File: config.mk
export PLATFORM = sky130hd
export DESIGN_NAME = gfx_pattern_gen_striped
export DESIGN_NICKNAME = d
export VERILOG_FILES = /design/src/rtl/gfx_pattern_gen_striped.sv
export SDC_FILE = /design/constraint.sdc
export NUM_CORES = 1
export LEC_CHECK = 0
export CORE_MARGIN = 3
export CORE_UTILIZATION = 51
export CTS_CLUSTER_SIZE = 12
export DETAILED_ROUTE_END_ITERATION = 10
export PLACE_DENSITY = 0.82
export SYNTH_ARGS = -nofsm -noshare
export SYNTH_HDL_FRONTEND = slang
export SYNTH_SLANG_ARGS = --single-unit
File: constraint.sdc
create_clock -name clk -period 2.7 [get_ports clk]
set_input_delay 0.54 -clock clk [delete_from_list [all_inputs] [get_ports clk]]
set_output_delay 0.54 -clock clk [all_outputs]
set_load 0.02 [all_outputs]
File: src/rtl/gfx_pattern_gen_striped.sv
// Frame-buffer pattern writer: raster-scans H_VISIBLE x V_VISIBLE, one pixel beat per accepted cycle,
// tagged with stripe bank and in-bank address. Define GFX_PATTERN_ANIM_EN to scroll patterns per frame.
module gfx_pattern_gen_striped #(
    parameter int NUM_S       = 2,
    parameter int COLOR_WIDTH = 4,
    parameter int H_VISIBLE   = 800,
    parameter int V_VISIBLE   = 600,
    parameter int ADDR_WIDTH  = 20,
    parameter int BAR_SHIFT   = 7,
    parameter int CHECK_SHIFT = 5
) (
    input  logic                                                clk,
    input  logic                                                rst_n,
    input  logic                                                start,
    input  logic                                                continuous,
    input  logic [1:0]                                          mode,
    input  logic [3*COLOR_WIDTH-1:0]                            fill_pixel,
    output logic                                                busy,
    output logic                                                done,
    output logic [15:0]                                         frame_cnt,
    output logic                                                m_gfx_valid,
    input  logic                                                m_gfx_ready,
    output logic [((H_VISIBLE > 1) ? $clog2(H_VISIBLE) : 1)-1:0] m_gfx_x,
    output logic [((V_VISIBLE > 1) ? $clog2(V_VISIBLE) : 1)-1:0] m_gfx_y,
    output logic [((NUM_S > 1) ? $clog2(NUM_S) : 1)-1:0]         m_gfx_bank,
    output logic [ADDR_WIDTH-1:0]                               m_gfx_addr,
    output logic [3*COLOR_WIDTH-1:0]                            m_gfx_pixel
);
    localparam int XW = (H_VISIBLE > 1) ? $clog2(H_VISIBLE) : 1;
    localparam int YW = (V_VISIBLE > 1) ? $clog2(V_VISIBLE) : 1;
    localparam int BW = (NUM_S > 1) ? $clog2(NUM_S) : 1;
    localparam int CW = COLOR_WIDTH;
    localparam int PW = 3 * COLOR_WIDTH;

    localparam logic [1:0] S_IDLE = 2'd0;
    localparam logic [1:0] S_RUN  = 2'd1;
    localparam logic [1:0] S_DONE = 2'd2;

    localparam logic [XW-1:0] X_LAST    = XW'(H_VISIBLE - 1);
    localparam logic [YW-1:0] Y_LAST    = YW'(V_VISIBLE - 1);
    localparam logic [BW-1:0] BANK_LAST = BW'(NUM_S - 1);

    logic [1:0]            state;
    logic [XW-1:0]         x, nx, xs;
    logic [YW-1:0]         y, ny;
    logic [ADDR_WIDTH-1:0] addr;
    logic [PW-1:0]         pixel, pix_nxt, fill_q, nfill;
    logic [1:0]            mode_q, nmode;
    logic [15:0]           nfrm;
    logic [CW-1:0]         gblu;
    logic                  acc, last, load, adv;

    // Bit k of a coordinate, reading as 0 beyond its width (shift avoids out-of-range selects).
    function automatic logic xbit(input logic [XW-1:0] v, input int k);
        logic [XW-1:0] t;
        t = v >> k;
        return t[0];
    endfunction

    function automatic logic ybit(input logic [YW-1:0] v, input int k);
        logic [YW-1:0] t;
        t = v >> k;
        return t[0];
    endfunction

    generate
        if (NUM_S > 1) begin : g_bank
            assign m_gfx_bank = x[BW-1:0];
        end else begin : g_nobank
            assign m_gfx_bank = '0;
        end
    endgenerate

    assign busy        = (state == S_RUN);
    assign done        = (state == S_DONE);
    assign m_gfx_valid = (state == S_RUN);
    assign m_gfx_x     = x;
    assign m_gfx_y     = y;
    assign m_gfx_addr  = addr;
    assign m_gfx_pixel = pixel;

    always_comb begin
        acc   = (state == S_RUN) && m_gfx_ready;
        last  = acc && (x == X_LAST) && (y == Y_LAST);
        load  = ((state == S_IDLE) && start) || (last && continuous);
        adv   = acc && !last;
        nfrm  = last ? frame_cnt + 16'd1 : frame_cnt;
        nx    = x;
        ny    = y;
        nmode = mode_q;
        nfill = fill_q;
        if (load) begin
            nx    = '0;
            ny    = '0;
            nmode = mode;
            nfill = fill_pixel;
        end else if (adv) begin
            if (x == X_LAST) begin
                nx = '0;
                ny = y + 1'b1;
            end else begin
                nx = x + 1'b1;
            end
        end
    end

    // Colour is computed from the next coordinates and the frame count of the frame they belong to.
    always_comb begin
`ifdef GFX_PATTERN_ANIM_EN
        xs   = nx + nfrm[XW-1:0];
        gblu = nfrm[CW-1:0];
`else
        xs   = nx;
        gblu = '0;
`endif
        pix_nxt = '0;
        case (nmode)
            2'd0: pix_nxt = {{CW{xbit(xs, BAR_SHIFT + 2)}},
                             {CW{xbit(xs, BAR_SHIFT + 1)}},
                             {CW{xbit(xs, BAR_SHIFT)}}};
            2'd1: pix_nxt = (xbit(xs, CHECK_SHIFT) ^ ybit(ny, CHECK_SHIFT)) ? '1 : '0;
            2'd2: begin
                for (int i = 0; i < CW; i++) begin
                    pix_nxt[2*CW+i] = xbit(xs, i);
                    pix_nxt[CW+i]   = ybit(ny, i);
                    pix_nxt[i]      = gblu[i];
                end
            end
            default: pix_nxt = nfill;
        endcase
    end

    always_ff @(posedge clk) begin
        if (!rst_n) begin
            state     <= S_IDLE;
            x         <= '0;
            y         <= '0;
            addr      <= '0;
            pixel     <= '0;
            mode_q    <= '0;
            fill_q    <= '0;
            frame_cnt <= '0;
        end else begin
            case (state)
                S_IDLE:  if (start) state <= S_RUN;
                S_RUN:   if (last) state <= continuous ? S_RUN : S_DONE;
                default: state <= S_IDLE;
            endcase
            x         <= nx;
            y         <= ny;
            mode_q    <= nmode;
            fill_q    <= nfill;
            frame_cnt <= nfrm;
            if (load)
                addr <= '0;
            else if (adv && (m_gfx_bank == BANK_LAST))
                addr <= addr + 1'b1;
            if (load || adv)
                pixel <= pix_nxt;
        end
    end
endmodule

==> impl_metrics.py <==
metrics = {
    "synthesis": {
        "post-synth-top-count-cell": "dfxtp_1",
        "async_flop_share_pct": 0,
        "synth_edf_count": 0,
        "synth_commonest_cells": "dfxtp_1, nand2_1, nor2_1",
        "ys_seq_elements": 84,
        "synth.distinct_cells": 62,
        "syn-num-nets": 518,
        "yosys_warnings": 0,
        "ys.flop_type": "dfxtp_1",
        "yosys-top-cells-area": "dfxtp_1, nand2_1, xor2_1",
        "synth_area_um2": 4210,
        "synth.avg_cell_area_um2": 8.50,
        "syn_inst": 495,
        "netlist.area_leader.share_pct": 40.0,
        "ys_seq_area_share_pct": 40.0,
        "synth_largest_area_cell": "dfxtp_1",
    },
    "power_and_ir_drop": {
        "seqPwrFrac_pct": 49.7,
        "p_int_w": 0.00194,
        "sw_frac_of_total_pct": 24.8,
        "pwr_density_cell_nw_per_um2": 456,
        "pwr-share-comb_pct": 10.5,
        "netSwitchingPower_w": 0.000641,
        "peakVddDrop_v": 0.000275,
        "p_clk_share_pct": 39.8,
        "p_leak_nw": 2.08,
    },
    "global_route": {
        "grt_max_degree": 33,
        "gr-total-overflow": 0,
        "grt_pass1_vias": 3799,
        "grt_usage_pct": 23.7,
        "grt_pass1_wl_um": 18500,
        "antenna_found_initial": 0,
    },
    "timing": {
        "worst_slack_ns": 0.166,
        "fin_crit_ns": 2.53,
        "period_share_pct": 93.8,
        "tns_ns": 0,
        "finalHoldViolations": 0,
        "finalMaxSlewViolations": 0,
        "fin_skew_ns": 0.0126,
        "grt_setup_unrepaired": "false",
        "maxSlewHeadroom_pct": 62.0,
        "final-setup-viol-count": 0,
        "fmax_mhz": 395,
        "worstMarginPinSlew_ns": 0.565,
    },
    "die": {
        "pin_count": 91,
        "die_y_um": 96.8,
        "start_util_pct": 53.6,
        "die_w_um": 96.8,
        "dieArea_um2": 9380,
        "std_cell_rows": 32,
        "core_um2": 7850,
    },
    "clock_tree": {
        "cts_buffer_depth": 2,
        "cts_buffers": 9,
        "h-tree-depth": 3,
        "cts_tree": "done",
        "cts_root_buf": "clkbuf_8",
        "clk_latency_ns": 0.36,
        "post_cts_buffers": 0,
        "clkSinkCount": 84,
        "clk_pin_slew_ns": 0.09,
    },
    "setup_path": {
        "critPathKind": "flop to flop",
        "cp_top_family": "compound AO/OA/AOI/OAI gates",
        "regToRegSetupSlack_ns": 0.17,
        "crit_arrival_ns": 2.78,
        "worstPathMaxFanout": 7,
        "critPathBufInv": 0,
        "cp_cell_sequence": "ha_1, and4_2, nand3_2, a31oi_2, xnor3_1, a32o_1, o221a_1",
        "cp-start-kind": "flop",
        "required_ns": 2.94,
        "cp-end-kind": "flop",
        "cp_slowest_cell": "dfxtp_1",
        "critPathMaxStageDelay_ns": 0.39,
    },
    "worst_hold_path": {
        "hold_class": "flop to flop",
    },
    "placement": {
        "place.gp.congestion": 0.900,
        "place_ws_ns": -0.163,
        "port_buffers": 90,
        "dp_hpwl_um": 8140,
    },
    "routing": {
        "routed-via-count": 3986,
        "remaining_drc_errors": 0,
        "routed_via_density": 5.57,
        "post_drt_wl_per_cell_um": 15.3,
        "ant_nets": 0,
        "drtPass1Iterations": 5,
        "drt_wl_total_um": 11000,
        "drt_iter0_drc": 205,
    },
    "final_layout": {
        "fin_nets": 631,
        "syn2layout_area_growth_pct": 34.7,
        "n_antenna_cell": 0,
        "drive_gt1_share_pct": 11.7,
    },
    "outcome": {
        "status": "completed",
    },
    "run": {
        "maxCapViolations": 0,
    },
}
==> cell usage in the layout (no fill, tap or decap), drive strengths merged, types with 3 or more instances in the layout <==
cell / count
and4: 4
a21boi: 20
and3: 5
nor3: 15
clkbuf: 10
a21oi: 6
xnor2: 15
xor2: 27
o31ai: 3
o221a: 4
and3b: 3
nor4: 7
and2: 16
o211ai: 9
nand4b: 4
nand2: 67
dfxtp: 84
nor2b: 3
nor2: 53
o31a: 7
or3: 8
nand4: 21
nand3: 26
clkdlybuf4s50: 90
ha: 4
buf: 37
o21ai: 25
inv: 11
==> cells by family (layout without fill, tap and decap cells) <==
kind of cell | count (synthesis) | after routing | share of synthesized area [%]
AND/OR/NAND/NOR | 240 | 240 | 30.3
AO/OA/AOI/OAI | 89 | 89 | 15.5
flip-flops | 84 | 84 | 40.0
XOR/XNOR | 43 | 43 | 9.28
buffers and inverters | 34 | 152 | 3.48
adder cells (fa/ha/maj) | 4 | 4 | 1.19
multiplexers | 1 | 1 | 0.238
==> repair_timing <==
action / CTS / global route
gates resized for setup: 0 / 1
hold endpoints to repair: 0 / 0
setup endpoints to repair: 0 / 1
hold buffers: 0 / 0
==> flip-flops by register name, indices dropped and copies added (netlist names) <==
| signal | count |
|---|---|
| fill_q | 12 |
| frame_cnt | 16 |
| m_gfx_y | 10 |
| m_gfx_addr | 20 |
| m_gfx_pixel | 12 |
| m_gfx_x | 10 |
| state | 2 |
| mode_q | 2 |
==> final cells by class <==
| type | instances | area (µm²) |
|---|---|---|
| Inverter | 9 | 33.8 |
| Timing Repair Buffer | 127 | 1190 |
| Tap cell | 102 | 128 |
| Multi-Input combinational cell | 377 | 2400 |
| Clock inverter | 6 | 93.8 |
| Sequential cell | 84 | 1680 |
| Fill cell | 634 | 2180 |
| Clock buffer | 10 | 138 |
==> worst reg2reg max path, delay by kind of cell, from the launching register on <==
family	cells	cell delay (ns)
AOI/OAI and AO/OA	3	0.85
xor gates and xnor gates	1	0.39
adders and majority gates	1	0.29
DFF	1	0.39
and+or+nand+nor	2	0.50
==> power groups by stage <==
stage	Sequential (W)	Combinational [W]	Clock, W
after floorplan	0.00132	0.000131	0
after global placement	0.00131	0.000266	0
after detailed placement	0.00131	0.000270	0
after CTS	0.00128	0.000272	0.00104
after global routing	0.00129	0.000297	0.00111
final	0.00128	0.000272	0.00103
==> metal layers <==
layer | track usage [%] | wire length [µm] | up-vias
met3 | 5.19 | 636 | 17
met1 | 30.6 | 4830 | 1872
met4 | 8.75 | 186 | 0
met5 | 0 | 0 | -
met2 | 38.8 | 5320 | 115
li1 | - | - | 1982
==> final timing paths <==
kind	to	cells after the start	startpoint
setup / recovery	m_gfx_pixel[3]$_SDFFE_PN0P_	7	m_gfx_x[1]$_SDFF_PN0_
hold / removal	fill_q[4]$_SDFF_PN0_	2	fill_q[4]$_SDFF_PN0_
setup reg to reg	m_gfx_pixel[3]$_SDFFE_PN0P_	7	m_gfx_x[1]$_SDFF_PN0_
hold reg to reg	fill_q[4]$_SDFF_PN0_	2	fill_q[4]$_SDFF_PN0_
==> through the flow <==
stage	power, W	util (%)	instance area, µm²	cells	hold WS [ns]
final	0.00259	72.2	5670	715	0.463
after floorplan	0.00145	-	4210	495	0.438
after CTS	0.00260	72.2	5660	715	0.465
after global placement	0.00158	69.2	5430	699	0.445
after detailed placement	0.00158	69.2	5430	699	0.454
after global routing	0.00269	72.2	5670	715	0.483
Power figures use the tool's default switching activity.
